===== config.mk =====
export PLATFORM = sky130hd
export DESIGN_NAME = id_issue_stage
export DESIGN_NICKNAME = d
export VERILOG_FILES = /design/src/rtl/id_issue_stage.sv
export SDC_FILE = /design/constraint.sdc
export NUM_CORES = 1
export LEC_CHECK = 0
export BUFFER_PORTS_ARGS = -buffer_cell sky130_fd_sc_hd__buf_2
export CAP_MARGIN = 20
export CORE_ASPECT_RATIO = 2
export CORE_MARGIN = 10
export CORE_UTILIZATION = 40
export CTS_CLUSTER_SIZE = 30
export DETAILED_ROUTE_END_ITERATION = 8
export GPL_TIMING_DRIVEN = 1
export PLACE_DENSITY = 0.7
export SKIP_CTS_REPAIR_TIMING = 1
export SLEW_MARGIN = 10
export SYNTH_ARGS = -nofsm -noshare
export SYNTH_HDL_FRONTEND = slang
export SYNTH_SLANG_ARGS = --single-unit

===== constraint.sdc =====
create_clock -name clk -period 5.9 [get_ports clk]
set_input_delay 0.59 -clock clk [delete_from_list [all_inputs] [get_ports clk]]
set_output_delay 0.59 -clock clk [all_outputs]
set_load 0.01 [all_outputs]

===== src/rtl/id_issue_stage.sv =====
// RV32I decode/issue stage: decodes one instruction per cycle, resolves operands
// through prioritised forwarding, detects load-use hazards and registers the result for EX.
module id_issue_stage #(
  parameter int XLEN    = 32,
  parameter int REG_AW  = 5,
  parameter int NUM_FWD = 2,
  parameter int OPT_W   = 6
) (
  input  logic                      clk,
  input  logic                      rst,
  input  logic                      rdy,
  input  logic                      flush,
  input  logic                      in_valid,
  output logic                      in_ready,
  input  logic [XLEN-1:0]           in_pc,
  input  logic [31:0]               in_inst,
  output logic [REG_AW-1:0]         rf_rs1,
  output logic [REG_AW-1:0]         rf_rs2,
  input  logic [XLEN-1:0]           rf_r1_data,
  input  logic [XLEN-1:0]           rf_r2_data,
  input  logic [NUM_FWD-1:0]        fwd_wen,
  input  logic [NUM_FWD-1:0]        fwd_is_load,
  input  logic [NUM_FWD*REG_AW-1:0] fwd_rd,
  input  logic [NUM_FWD*XLEN-1:0]   fwd_vd,
  output logic                      out_valid,
  input  logic                      out_ready,
  output logic [XLEN-1:0]           out_pc,
  output logic [OPT_W-1:0]          out_opt,
  output logic [XLEN-1:0]           out_vs1,
  output logic [XLEN-1:0]           out_vs2,
  output logic [REG_AW-1:0]         out_rd,
  output logic [XLEN-1:0]           out_imm,
  output logic                      out_wen,
  output logic                      out_illegal,
  output logic                      hazard_stall
);

  localparam logic [OPT_W-1:0] ZERO_OPT = '0;
  localparam logic [OPT_W-1:0] OPT_LUI = OPT_W'(1),  OPT_AUIPC = OPT_W'(2),  OPT_JAL  = OPT_W'(3);
  localparam logic [OPT_W-1:0] OPT_JALR = OPT_W'(4), OPT_BEQ = OPT_W'(5),    OPT_BNE  = OPT_W'(6);
  localparam logic [OPT_W-1:0] OPT_BLT = OPT_W'(7),  OPT_BGE = OPT_W'(8),    OPT_BLTU = OPT_W'(9);
  localparam logic [OPT_W-1:0] OPT_BGEU = OPT_W'(10), OPT_LB = OPT_W'(11),   OPT_LH   = OPT_W'(12);
  localparam logic [OPT_W-1:0] OPT_LW = OPT_W'(13),  OPT_LBU = OPT_W'(14),   OPT_LHU  = OPT_W'(15);
  localparam logic [OPT_W-1:0] OPT_SB = OPT_W'(16),  OPT_SH = OPT_W'(17),    OPT_SW   = OPT_W'(18);
  localparam logic [OPT_W-1:0] OPT_ADDI = OPT_W'(19), OPT_SLTI = OPT_W'(20), OPT_SLTIU = OPT_W'(21);
  localparam logic [OPT_W-1:0] OPT_XORI = OPT_W'(22), OPT_ORI = OPT_W'(23),  OPT_ANDI = OPT_W'(24);
  localparam logic [OPT_W-1:0] OPT_SLLI = OPT_W'(25), OPT_SRLI = OPT_W'(26), OPT_SRAI = OPT_W'(27);
  localparam logic [OPT_W-1:0] OPT_ADD = OPT_W'(28), OPT_SUB = OPT_W'(29),   OPT_SLL  = OPT_W'(30);
  localparam logic [OPT_W-1:0] OPT_SLT = OPT_W'(31), OPT_SLTU = OPT_W'(32),  OPT_XOR  = OPT_W'(33);
  localparam logic [OPT_W-1:0] OPT_SRL = OPT_W'(34), OPT_SRA = OPT_W'(35),   OPT_OR   = OPT_W'(36);
  localparam logic [OPT_W-1:0] OPT_AND = OPT_W'(37);

  typedef struct packed {
    logic [XLEN-1:0]   pc;
    logic [OPT_W-1:0]  opt;
    logic [XLEN-1:0]   vs1;
    logic [XLEN-1:0]   vs2;
    logic [REG_AW-1:0] rd;
    logic [XLEN-1:0]   imm;
    logic              wen;
    logic              illegal;
  } payload_t;

  logic [6:0]  opcode, funct7;
  logic [2:0]  funct3;
  logic [31:0] imm_i, imm_s, imm_b, imm_u, imm_j;
  logic [REG_AW-1:0] rd_field;

  assign opcode   = in_inst[6:0];
  assign funct3   = in_inst[14:12];
  assign funct7   = in_inst[31:25];
  assign rd_field = REG_AW'(in_inst[11:7]);
  assign rf_rs1   = REG_AW'(in_inst[19:15]);
  assign rf_rs2   = REG_AW'(in_inst[24:20]);
  assign imm_i = {{20{in_inst[31]}}, in_inst[31:20]};
  assign imm_s = {{20{in_inst[31]}}, in_inst[31:25], in_inst[11:7]};
  assign imm_b = {{19{in_inst[31]}}, in_inst[31], in_inst[7], in_inst[30:25], in_inst[11:8], 1'b0};
  assign imm_u = {in_inst[31:12], 12'b0};
  assign imm_j = {{11{in_inst[31]}}, in_inst[31], in_inst[19:12], in_inst[20], in_inst[30:21], 1'b0};

  logic [OPT_W-1:0] dec_opt;
  logic [31:0]      dec_imm32;
  logic             dec_wr, dec_ill, use_rs1, use_rs2;

  always_comb begin
    dec_opt   = ZERO_OPT;
    dec_imm32 = '0;
    dec_wr    = 1'b0;
    use_rs1   = 1'b0;
    use_rs2   = 1'b0;
    dec_ill   = 1'b0;
    case (opcode)
      7'b0110111: begin dec_opt = OPT_LUI;   dec_imm32 = imm_u; dec_wr = 1'b1; end
      7'b0010111: begin dec_opt = OPT_AUIPC; dec_imm32 = imm_u; dec_wr = 1'b1; end
      7'b1101111: begin dec_opt = OPT_JAL;   dec_imm32 = imm_j; dec_wr = 1'b1; end
      7'b1100111: begin
        if (funct3 == 3'b000) dec_opt = OPT_JALR;
        dec_imm32 = imm_i; dec_wr = 1'b1; use_rs1 = 1'b1;
      end
      7'b1100011: begin
        case (funct3)
          3'b000: dec_opt = OPT_BEQ;  3'b001: dec_opt = OPT_BNE;
          3'b100: dec_opt = OPT_BLT;  3'b101: dec_opt = OPT_BGE;
          3'b110: dec_opt = OPT_BLTU; 3'b111: dec_opt = OPT_BGEU;
          default: dec_opt = ZERO_OPT;
        endcase
        dec_imm32 = imm_b; use_rs1 = 1'b1; use_rs2 = 1'b1;
      end
      7'b0000011: begin
        case (funct3)
          3'b000: dec_opt = OPT_LB;  3'b001: dec_opt = OPT_LH; 3'b010: dec_opt = OPT_LW;
          3'b100: dec_opt = OPT_LBU; 3'b101: dec_opt = OPT_LHU;
          default: dec_opt = ZERO_OPT;
        endcase
        dec_imm32 = imm_i; dec_wr = 1'b1; use_rs1 = 1'b1;
      end
      7'b0100011: begin
        case (funct3)
          3'b000: dec_opt = OPT_SB; 3'b001: dec_opt = OPT_SH; 3'b010: dec_opt = OPT_SW;
          default: dec_opt = ZERO_OPT;
        endcase
        dec_imm32 = imm_s; use_rs1 = 1'b1; use_rs2 = 1'b1;
      end
      7'b0010011: begin
        dec_imm32 = imm_i; dec_wr = 1'b1; use_rs1 = 1'b1;
        case (funct3)
          3'b000: dec_opt = OPT_ADDI; 3'b010: dec_opt = OPT_SLTI; 3'b011: dec_opt = OPT_SLTIU;
          3'b100: dec_opt = OPT_XORI; 3'b110: dec_opt = OPT_ORI;  3'b111: dec_opt = OPT_ANDI;
          3'b001: if (funct7 == 7'h00) dec_opt = OPT_SLLI;
          default: begin
            if (funct7 == 7'h00)      dec_opt = OPT_SRLI;
            else if (funct7 == 7'h20) dec_opt = OPT_SRAI;
          end
        endcase
        // shifts carry the bare shift amount, not the funct7 bits
        if (funct3 == 3'b001 || funct3 == 3'b101) dec_imm32 = {27'b0, in_inst[24:20]};
      end
      7'b0110011: begin
        dec_wr = 1'b1; use_rs1 = 1'b1; use_rs2 = 1'b1;
        case ({funct7, funct3})
          10'b0000000_000: dec_opt = OPT_ADD;  10'b0100000_000: dec_opt = OPT_SUB;
          10'b0000000_001: dec_opt = OPT_SLL;  10'b0000000_010: dec_opt = OPT_SLT;
          10'b0000000_011: dec_opt = OPT_SLTU; 10'b0000000_100: dec_opt = OPT_XOR;
          10'b0000000_101: dec_opt = OPT_SRL;  10'b0100000_101: dec_opt = OPT_SRA;
          10'b0000000_110: dec_opt = OPT_OR;   10'b0000000_111: dec_opt = OPT_AND;
          default: dec_opt = ZERO_OPT;
        endcase
      end
      default: dec_opt = ZERO_OPT;
    endcase
    if (dec_opt == ZERO_OPT) begin
      dec_ill   = 1'b1;
      dec_imm32 = '0;
      dec_wr    = 1'b0;
      use_rs1   = 1'b0;
      use_rs2   = 1'b0;
    end
  end

  // Returns {hazard, value}; scanning from the oldest source lets index 0 win.
  function automatic logic [XLEN:0] resolve(
    input logic                      use_rs,
    input logic [REG_AW-1:0]         rs,
    input logic [XLEN-1:0]           rf_data,
    input logic [NUM_FWD-1:0]        wen,
    input logic [NUM_FWD-1:0]        is_load,
    input logic [NUM_FWD*REG_AW-1:0] rd,
    input logic [NUM_FWD*XLEN-1:0]   vd
  );
    logic [XLEN:0] r;
    r = '0;
    if (use_rs && rs != '0) begin
      r = {1'b0, rf_data};
      for (int i = NUM_FWD - 1; i >= 0; i--) begin
        if (wen[i] && rd[i*REG_AW +: REG_AW] == rs) r = {is_load[i], vd[i*XLEN +: XLEN]};
      end
    end
    return r;
  endfunction

  logic [XLEN:0] op1, op2;
  logic          advance;
  payload_t      payload_q, payload_d;
  logic          out_valid_q, out_valid_d;

  assign op1 = resolve(use_rs1, rf_rs1, rf_r1_data, fwd_wen, fwd_is_load, fwd_rd, fwd_vd);
  assign op2 = resolve(use_rs2, rf_rs2, rf_r2_data, fwd_wen, fwd_is_load, fwd_rd, fwd_vd);

  assign hazard_stall = in_valid & (op1[XLEN] | op2[XLEN]);
  assign advance      = rdy & (out_ready | ~out_valid_q);
  assign in_ready     = advance & ~hazard_stall & ~flush;

  always_comb begin
    out_valid_d = out_valid_q;
    payload_d   = payload_q;
    if (rdy) begin
      if (flush) begin
        out_valid_d = 1'b0;
      end else if (advance) begin
        if (hazard_stall || !in_valid) begin
          out_valid_d = 1'b0;
        end else begin
          out_valid_d       = 1'b1;
          payload_d.pc      = in_pc;
          payload_d.opt     = dec_opt;
          payload_d.vs1     = op1[XLEN-1:0];
          payload_d.vs2     = op2[XLEN-1:0];
          payload_d.rd      = (dec_wr && rd_field != '0) ? rd_field : '0;
          payload_d.imm     = XLEN'($signed(dec_imm32));
          payload_d.wen     = dec_wr && rd_field != '0;
          payload_d.illegal = dec_ill;
        end
      end
    end
  end

  always_ff @(posedge clk or negedge rst) begin
    if (!rst) begin
      out_valid_q <= 1'b0;
      payload_q   <= '0;
    end else begin
      out_valid_q <= out_valid_d;
      payload_q   <= payload_d;
    end
  end

  assign out_valid   = out_valid_q;
  assign out_pc      = payload_q.pc;
  assign out_opt     = payload_q.opt;
  assign out_vs1     = payload_q.vs1;
  assign out_vs2     = payload_q.vs2;
  assign out_rd      = payload_q.rd;
  assign out_imm     = payload_q.imm;
  assign out_wen     = payload_q.wen;
  assign out_illegal = payload_q.illegal;

endmodule

==> results list, run 1 <==
- Cell area after synthesis: 0.00798 sq mm
- RSZ-0062 raised after global routing: no
- VDD sags by at most approximately 0.00016 V.
- The Yosys step of the flow raised 0 warnings.
- The worst setup path is captured at a primary output.
- Kind of start point of the critical path: primary input
- The initial antenna violation count came to 3.
- DRT antenna net count: 0
- Clock tree root driver cell: sky130_fd_sc_hd__clkbuf_16
* Crit Path Class: in2out
* H-tree depth: 4
* Unique masters post-synth: 59
- Cell family with most CP delay: simple AND/OR/NAND/NOR gates
* Slowest cell on the critical path: sky130_fd_sc_hd__buf_4
* Cell count after synthesis: 773
- For the pin with the worst max-slew slack, the measured transition is 975 ps.
* Filler cells: ~1900
* Clock Sink Count: between 100 and 150
- Dividing the synthesized area by the synthesized cell count gives 10.3 sq um.
- For this block, the initial DRC count from the detailed router was 588.
* Data required time at the worst endpoint: approximately 5300 ps
- Via Count: around 7500
* Max-Slew Margin vs Limit: 35.0%
- Top Ports: 366
* Leakage component of the power: about 5.0 nW
* Crit path cell chain: buf_2 -> xor2_1 -> nor4_1 -> and3_2 -> buf_4 -> mux2i_1 -> o22ai_1 -> and3_1 -> nor4b_1 -> buf_2
- Vias in the first global route: ~8000
- The initial utilization of the core area, before any placement, comes to approximately 40%.
* Area post-placement: around 0.0098 sq mm
- Pins Over Slew Limit: 0
- Count of placed standard cells in the final layout, fillers left out: between 1000 and 1500
- Setup Total Neg Slack: 0 ps
- The synthesized design contains 142 register bits.
* Fraction of final layout cells with drive strength greater than 1: about 39%
- In this design, the stage delay of the slowest critical-path cell is 500 ps.
- Arrival time at the worst endpoint: approximately 3300 ps
- The flow ran to the end, and the final reports show no timing, DRC or antenna violations.
* Drt pass-1 iters: 5
- Count of input and output buffers: 365
- Sequential elements use 44.6% of the synthesized area.
* Class of the tightest hold or removal check: in2async
* Final layout net count: ~1300
- Most repeated library cell on the critical path: sky130_fd_sc_hd__buf_2
* Maximum Capacitance Violations: 0
- Final count of negative-setup-slack endpoints: 0
- Number of core rows: 73
- In the routed design, unresolved DRC markers number 0.
- Final wirelength: 30500 microns
- The number of nets handed over by synthesis was 985.
* Pwr per Cell Area: 245 mW/mm^2
- Drt via density: 5.50
- Share of synthesized flip-flops with an asynchronous set or reset: 100%
- Placeable core area: about 0.020 sq mm
- In the synthesized netlist the dominant register cell turns out to be sky130_fd_sc_hd__dfrtp_1.
- TritonCTS built the clock tree.
* Clock Tree Buf Depth: 2
* Number of buffers and inverters on the critical path: 3
- For this run, the top clock speed supported by timing is 257 MHz.
- Global routing used between 20% and 30% of the available tracks.
* Number of endpoints with negative hold slack in the final report: 0
- Pin count of the biggest net entering global routing: just over 80
- Counting tap cells, the placed design contains a total of 1337 instances.
- The area growth from synthesis to layout is 30.5%.
* Die height: 220 microns
* Number of enable-type register cells in the synthesized netlist: 0
* Die boundary width: between 100 and 150 microns
* HPWL after detailed placement: ~24000 microns
* Post-route minimum period: 3890 ps
- The die covers 0.0263 sq mm.
- Final weighted congestion in routability-driven placement: 0.991
* Wire length of the first global-routing pass: 45500 microns
- Clock tree synthesis inserted a total of 17 buffers.
- After detailed routing, the average wire length per cell comes to 22.3 microns.
* Clock input transition at the sequential cells of the worst setup and hold paths: 60 ps
- The finished cells cover 0.0104 sq mm.
- On the final layout, the worst clock skew is 8.37 ps.
- Along the worst path, the maximum fanout reaches 65.
- For the worst-skew pair, the clock arrives at the later sink with an insertion delay of 430 ps.
* Final clock period utilization by the worst path: 65.9%
* Global-route congestion overflow total: 0
==> through the flow <==
step           hold WS (ps)  setup WS (ps)  utilization (%)  power, mW
3_5_place_dp            469           1640             49.7       1.47
5_1_grt                 207           1760             52.8       2.65
4_1_cts                 188           1960             52.7       2.57
6_report                152           2010             52.8       2.55
3_3_place_gp            468           1650             49.7       1.46
2_1_floorplan           294           2730                -       1.26
==> layer usage <==
layer / wire (microns) / GRT usage [%] / up-vias
met5: 13 / 0 / -
met2: 16900 / 41.4 / 322
met3: 1930 / 5.82 / 66
met4: 1180 / 10.2 / 2
met1: 10600 / 22.4 / 3649
li1: - / - / 3510
==> where the power goes <==
group | leakage, nW | internal, mW | switching, mW
Sequential | 1.91 | 1.03 | 0.0270
Combinational | 2.77 | 0.169 | 0.224
Clock | 0.289 | 0.639 | 0.463
==> path summary, 6_finish.rpt <==
path                            cells past startpoint  slack, ps    endpoint   startpoint
worst max register to register                      5       3800  out_pc[31]    out_valid
worst min-delay path                                1        150  out_vs1[8]          rst
worst min register to register                      1        480  out_pc[28]   out_pc[28]
max in group asynchronous                           2       4290  out_pc[26]          rst
worst max-delay path                               10       2010    in_ready  in_inst[22]
min in group clk                                    2        370  out_pc[25]    in_pc[25]
==> cells by family after synthesis <==
family / Yosys count / synth area share (%)
xor gates and xnor gates: 23 / 2.53
AOI/OAI and AO/OA: 242 / 21.7
adders and majority gates: 1 / 0.126
buffers and inverters: 86 / 6.07
and+or+nand+nor: 174 / 11.3
muxes: 105 / 13.7
DFF: 142 / 44.6
==> cell usage in the layout (no fill, tap or decap), drive strengths merged, types with 4 or more instances in the layout <==
master,n
o22ai,4
nand3,11
mux2i,72
buf,376
xnor2,14
dfrtp,142
a22oi,6
inv,20
nor2b,6
a21oi,29
a311oi,4
nand2,83
a32oi,4
nor3,10
nor2,21
clkbuf,18
mux2,33
o2bb2ai,28
a22o,64
o21ai,76
a32o,12
and3,6
nand4,5
xor2,9
nor4,8
==> synthesized netlist by cell type, types with 5 or more instances <==
master	n	area share, %
sky130_fd_sc_hd__a21oi_1	29	1.8
sky130_fd_sc_hd__a22o_1	64	7.0
sky130_fd_sc_hd__a22oi_1	6	0.56
sky130_fd_sc_hd__a32o_1	12	1.5
sky130_fd_sc_hd__and3_1	5	0.39
sky130_fd_sc_hd__buf_2	18	1.1
sky130_fd_sc_hd__buf_4	19	1.8
sky130_fd_sc_hd__buf_6	9	1.3
sky130_fd_sc_hd__clkbuf_1	28	1.3
sky130_fd_sc_hd__dfrtp_1	142	45
sky130_fd_sc_hd__inv_1	12	0.56
sky130_fd_sc_hd__mux2_1	24	3.4
sky130_fd_sc_hd__mux2_2	9	1.3
sky130_fd_sc_hd__mux2i_1	72	9.0
sky130_fd_sc_hd__nand2_1	83	3.9
sky130_fd_sc_hd__nand3_1	11	0.69
sky130_fd_sc_hd__nand4_1	5	0.39
sky130_fd_sc_hd__nor2_1	21	0.99
sky130_fd_sc_hd__nor2b_1	6	0.47
sky130_fd_sc_hd__nor3_1	10	0.63
sky130_fd_sc_hd__nor4_1	5	0.39
sky130_fd_sc_hd__o21ai_0	75	4.7
sky130_fd_sc_hd__o2bb2ai_1	28	3.1
sky130_fd_sc_hd__xnor2_1	14	1.5
sky130_fd_sc_hd__xor2_1	9	0.99
==> cell type report <==
type / count / area, sq um / area share [%]
sequential: 142 / 3550 / 34.1
tap: 262 / 328 / 3.15
antenna: 2 / 5.00 / 0.0481
clock buffer: 17 / 425 / 4.09
inverter: 12 / 45.0 / 0.433
timing repair buffer: 377 / 1920 / 18.4
clock inverter: 15 / 176 / 1.69
multi-input combinational: 545 / 3960 / 38.0
==> sequential cells by signal, indices dropped and copies added (netlist names) <==
signal / count
out_illegal: 1
out_vs2: 32
out_rd: 5
out_pc: 32
out_vs1: 32
out_valid: 1
out_opt: 6
out_wen: 1
out_imm: 32
Note: power is estimated with default switching activity, not from simulation.
==> inputs of run 2 (changes only) <==
- clock period: 5.9 -> 3.8 ns (I/O delays scaled with it)
==> run 2 against run 1 <==
Against the previous run: the run now ends with negative hold slack left; combinational power increased by 58%; cell count is the same; sequential share of layout area fell by 0.19 points; critical path depth is 1 lower; clock skew is 3.7 ps higher.
==> results list, run 2 (synthesis gave the netlist of run 1 again) <==
- The count of clock tree sinks came to 142 (unchanged).
* Clock Tree Buf Depth: 2 (unchanged)
* Total inserted antenna cells: 0 (-2)
* Placed Cells: 1340 (+0.22%)
- STA classifies the critical path endpoint as a primary output.
- The final worst setup slack is 384 ps (-1630 ps).
- The met3 routing resource usage after global routing came to 5.48% (-0.33 points).
- The later-pin clock latency in the skew report is 430 ps (about the same).
* DRC marker count from the first detailed-route iteration: 502 (-15%)
* Avg WL per Cell: 22.5 microns (+0.94%)
* Post-route minimum period: 3420 ps
* Die height: 220 microns (unchanged)
* Drt via density: 5.56 (+1.0%)
* Final clock period utilization by the worst path: between 80% and 90%
* TritonCTS Buffers: 17 (unchanged)
* DRT antenna net count: 0 (unchanged)
* Placeable core area: 0.0197 sq mm (unchanged)
* Min Hold Slack: -41.1 ps (-193 ps)
* Most congested layer reported by global routing: met2
- The global-route usage over all layers came to 22.5% (+0.31 points).
- The final-report max-slew violation count was 0 (unchanged).
- Fraction of final layout cells with drive strength greater than 1: 39.1% (+0.11 points)
- The sum of overflow across all layers after global routing came to 0 (unchanged).
- The H-tree level count came to 4 (unchanged).
* Via Count: 7627 (+1.0%)
- The standard-cell row count is 73 (unchanged).
* Full die area: 0.0263 sq mm (unchanged)
* DRC violation count after routing: 0 (unchanged)
- Final layout net count: 1309 (+0.15%)
- Die boundary width: 120 microns (unchanged)
- The via count of the first global-routing pass is 7997 (+1.8%).
- Maximum Capacitance Violations: 0 (unchanged)
- Wire length of the first global-routing pass: 46300 microns (+1.7%)
* FMAX: 293 MHz
- The slew of the pin with the lowest slew margin was 742 ps (-233 ps).
* Initial antenna violation count: 1 (-2)
* Leakage component of the power: 5.00 nW (+0.74%)
- The tree is rooted in a sky130_fd_sc_hd__clkbuf_16.
- The final worst clock skew was 12.0 ps (+3.67 ps).
* Count of input and output buffers: 365 (unchanged)
- Result of the run: finished, violations left
- The placed wire-length estimate after detailed placement is 24300 microns (+1.9%).
- Max-Slew Margin vs Limit: 50.6% (+16 points)
- Kind of start point of the critical path: primary input
* Initial standard-cell utilization of the core: 40.4% (unchanged)
- The library cell used most frequently in the layout, excluding fill and tap cells, is sky130_fd_sc_hd__buf_2.
- Crit Path Class: in2out
- The top cell types in the final layout, fill and taps aside, are sky130_fd_sc_hd__buf_2 (364), sky130_fd_sc_hd__dfrtp_1 (142), sky130_fd_sc_hd__nand2_1 (83).
* Top Ports: 366 (unchanged)
- Pin count of the biggest net entering global routing: 98 (+18%)
- The data required time of the critical path is 3420 ps (-1890 ps).
* Filler cells: 1898 (-1.6%)
- The non-filler instance count after layout is 1372 (unchanged).
* Met1 usage in global routing: 22.4% (-0.073 points)
- Violations in the final reports: negative hold slack
- TritonCTS clock tree: yes
* GR met2 Demand/Resource: 43.1% (+1.7 points)
- The global placement routability congestion came to 1.02 (+3.2%).
- Setup repair after global routing left no endpoint under its margin.
- Relative to the synthesized area, the layout overhead comes to 31.3%.
- Pwr per Cell Area: 383 mW/mm^2 (+56%)
* Worst vdd ir: 0.000231 V (+42%)
- The clock transition at the registers of the reported paths is 60 ps (about the same).
- Setup Total Neg Slack: 0 ps (unchanged)
- Place WS: 424 ps (-1210 ps)
- The overall routed net length came to 30800 microns (+0.94%).
* Drt pass-1 iters: 5 (unchanged)
- Final count of negative-setup-slack endpoints: 0 (unchanged)
- Number of endpoints with negative hold slack in the final report: 18 (+18)
* Class of the tightest hold or removal check: in2async
- The arrival time at the worst endpoint was 3040 ps (-260 ps).
* Highest net fanout along the worst path: 19 (-71%)
[run 2: cell count changes in the layout (fill, tap and decap cells not counted), moves of 2 or more]
cell,previous run,this run
sky130_fd_sc_hd__buf_12,0,2
sky130_fd_sc_hd__clkinv_8,0,2
sky130_fd_sc_hd__clkinvlp_4,3,0
sky130_fd_sc_hd__diode_2,2,0
sky130_fd_sc_hd__inv_6,4,7
[run 2: path summary, 6_finish.rpt]
kind / cells past startpoint / slack, ps / endpoint / from
setup reg to reg: 5 / 2040 / out_pc[15] / out_valid
setup / recovery: 9 / 380 / in_ready / in_inst[12]
hold reg to reg: 1 / 480 / out_imm[2] / out_imm[2]
hold / removal: 1 / -40 / out_vs2[6] / rst
min in group clk: 2 / 160 / out_pc[25] / in_pc[25]
max in group asynchronous: 2 / 2980 / out_vs1[5] / rst
[run 2: final cells by class]
class | count | area, sq um | area share [%]
clock buffer | 17 | 425 | 4.06
clock inverter | 15 | 196 | 1.88
inverter | 12 | 45.0 | 0.430
multi-input combinational | 545 | 3960 | 37.8
sequential | 142 | 3550 | 33.9
tap | 262 | 328 | 3.13
timing repair buffer | 379 | 1960 | 18.8
[run 2: metal layers]
| metal | up-vias | part of all wire [%] |
|---|---|---|
| li1 | 3513 | - |
| met3 | 47 | 5.7 |
| met2 | 294 | 56 |
| met1 | 3771 | 35 |
| met5 | - | 0.036 |
| met4 | 2 | 2.9 |
[run 2: power breakdown]
| group | leakage, nW | switching, mW | internal [mW] | total [mW] |
|---|---|---|---|---|
| sequential | 1.91 | 0.0382 | 1.59 | 1.63 |
| combinational | 2.79 | 0.353 | 0.266 | 0.619 |
| clock | 0.306 | 0.747 | 1.01 | 1.75 |
| total | 5.00 | 1.14 | 2.87 | 4.01 |
[run 2: metrics by stage]
stage               util [%]  total power [mW]  instance area (sq um)
floorplan                  -              1.96                   7980
global placement        49.9              2.27                   9850
detailed placement      49.9              2.28                   9850
CTS                     53.1              4.05                  10500
global route            53.1              4.18                  10500
finish                  53.1              4.01                  10500
[run 2: worst max-delay path, stage by stage]
cell and delay, ps:
sky130_fd_sc_hd__buf_2 350, sky130_fd_sc_hd__inv_1 230, sky130_fd_sc_hd__a311oi_1 420, sky130_fd_sc_hd__nor4_1 90
sky130_fd_sc_hd__a2111oi_1 580, sky130_fd_sc_hd__nand4_1 240, sky130_fd_sc_hd__and3_1 240, sky130_fd_sc_hd__nor4b_1 290
sky130_fd_sc_hd__buf_2 210
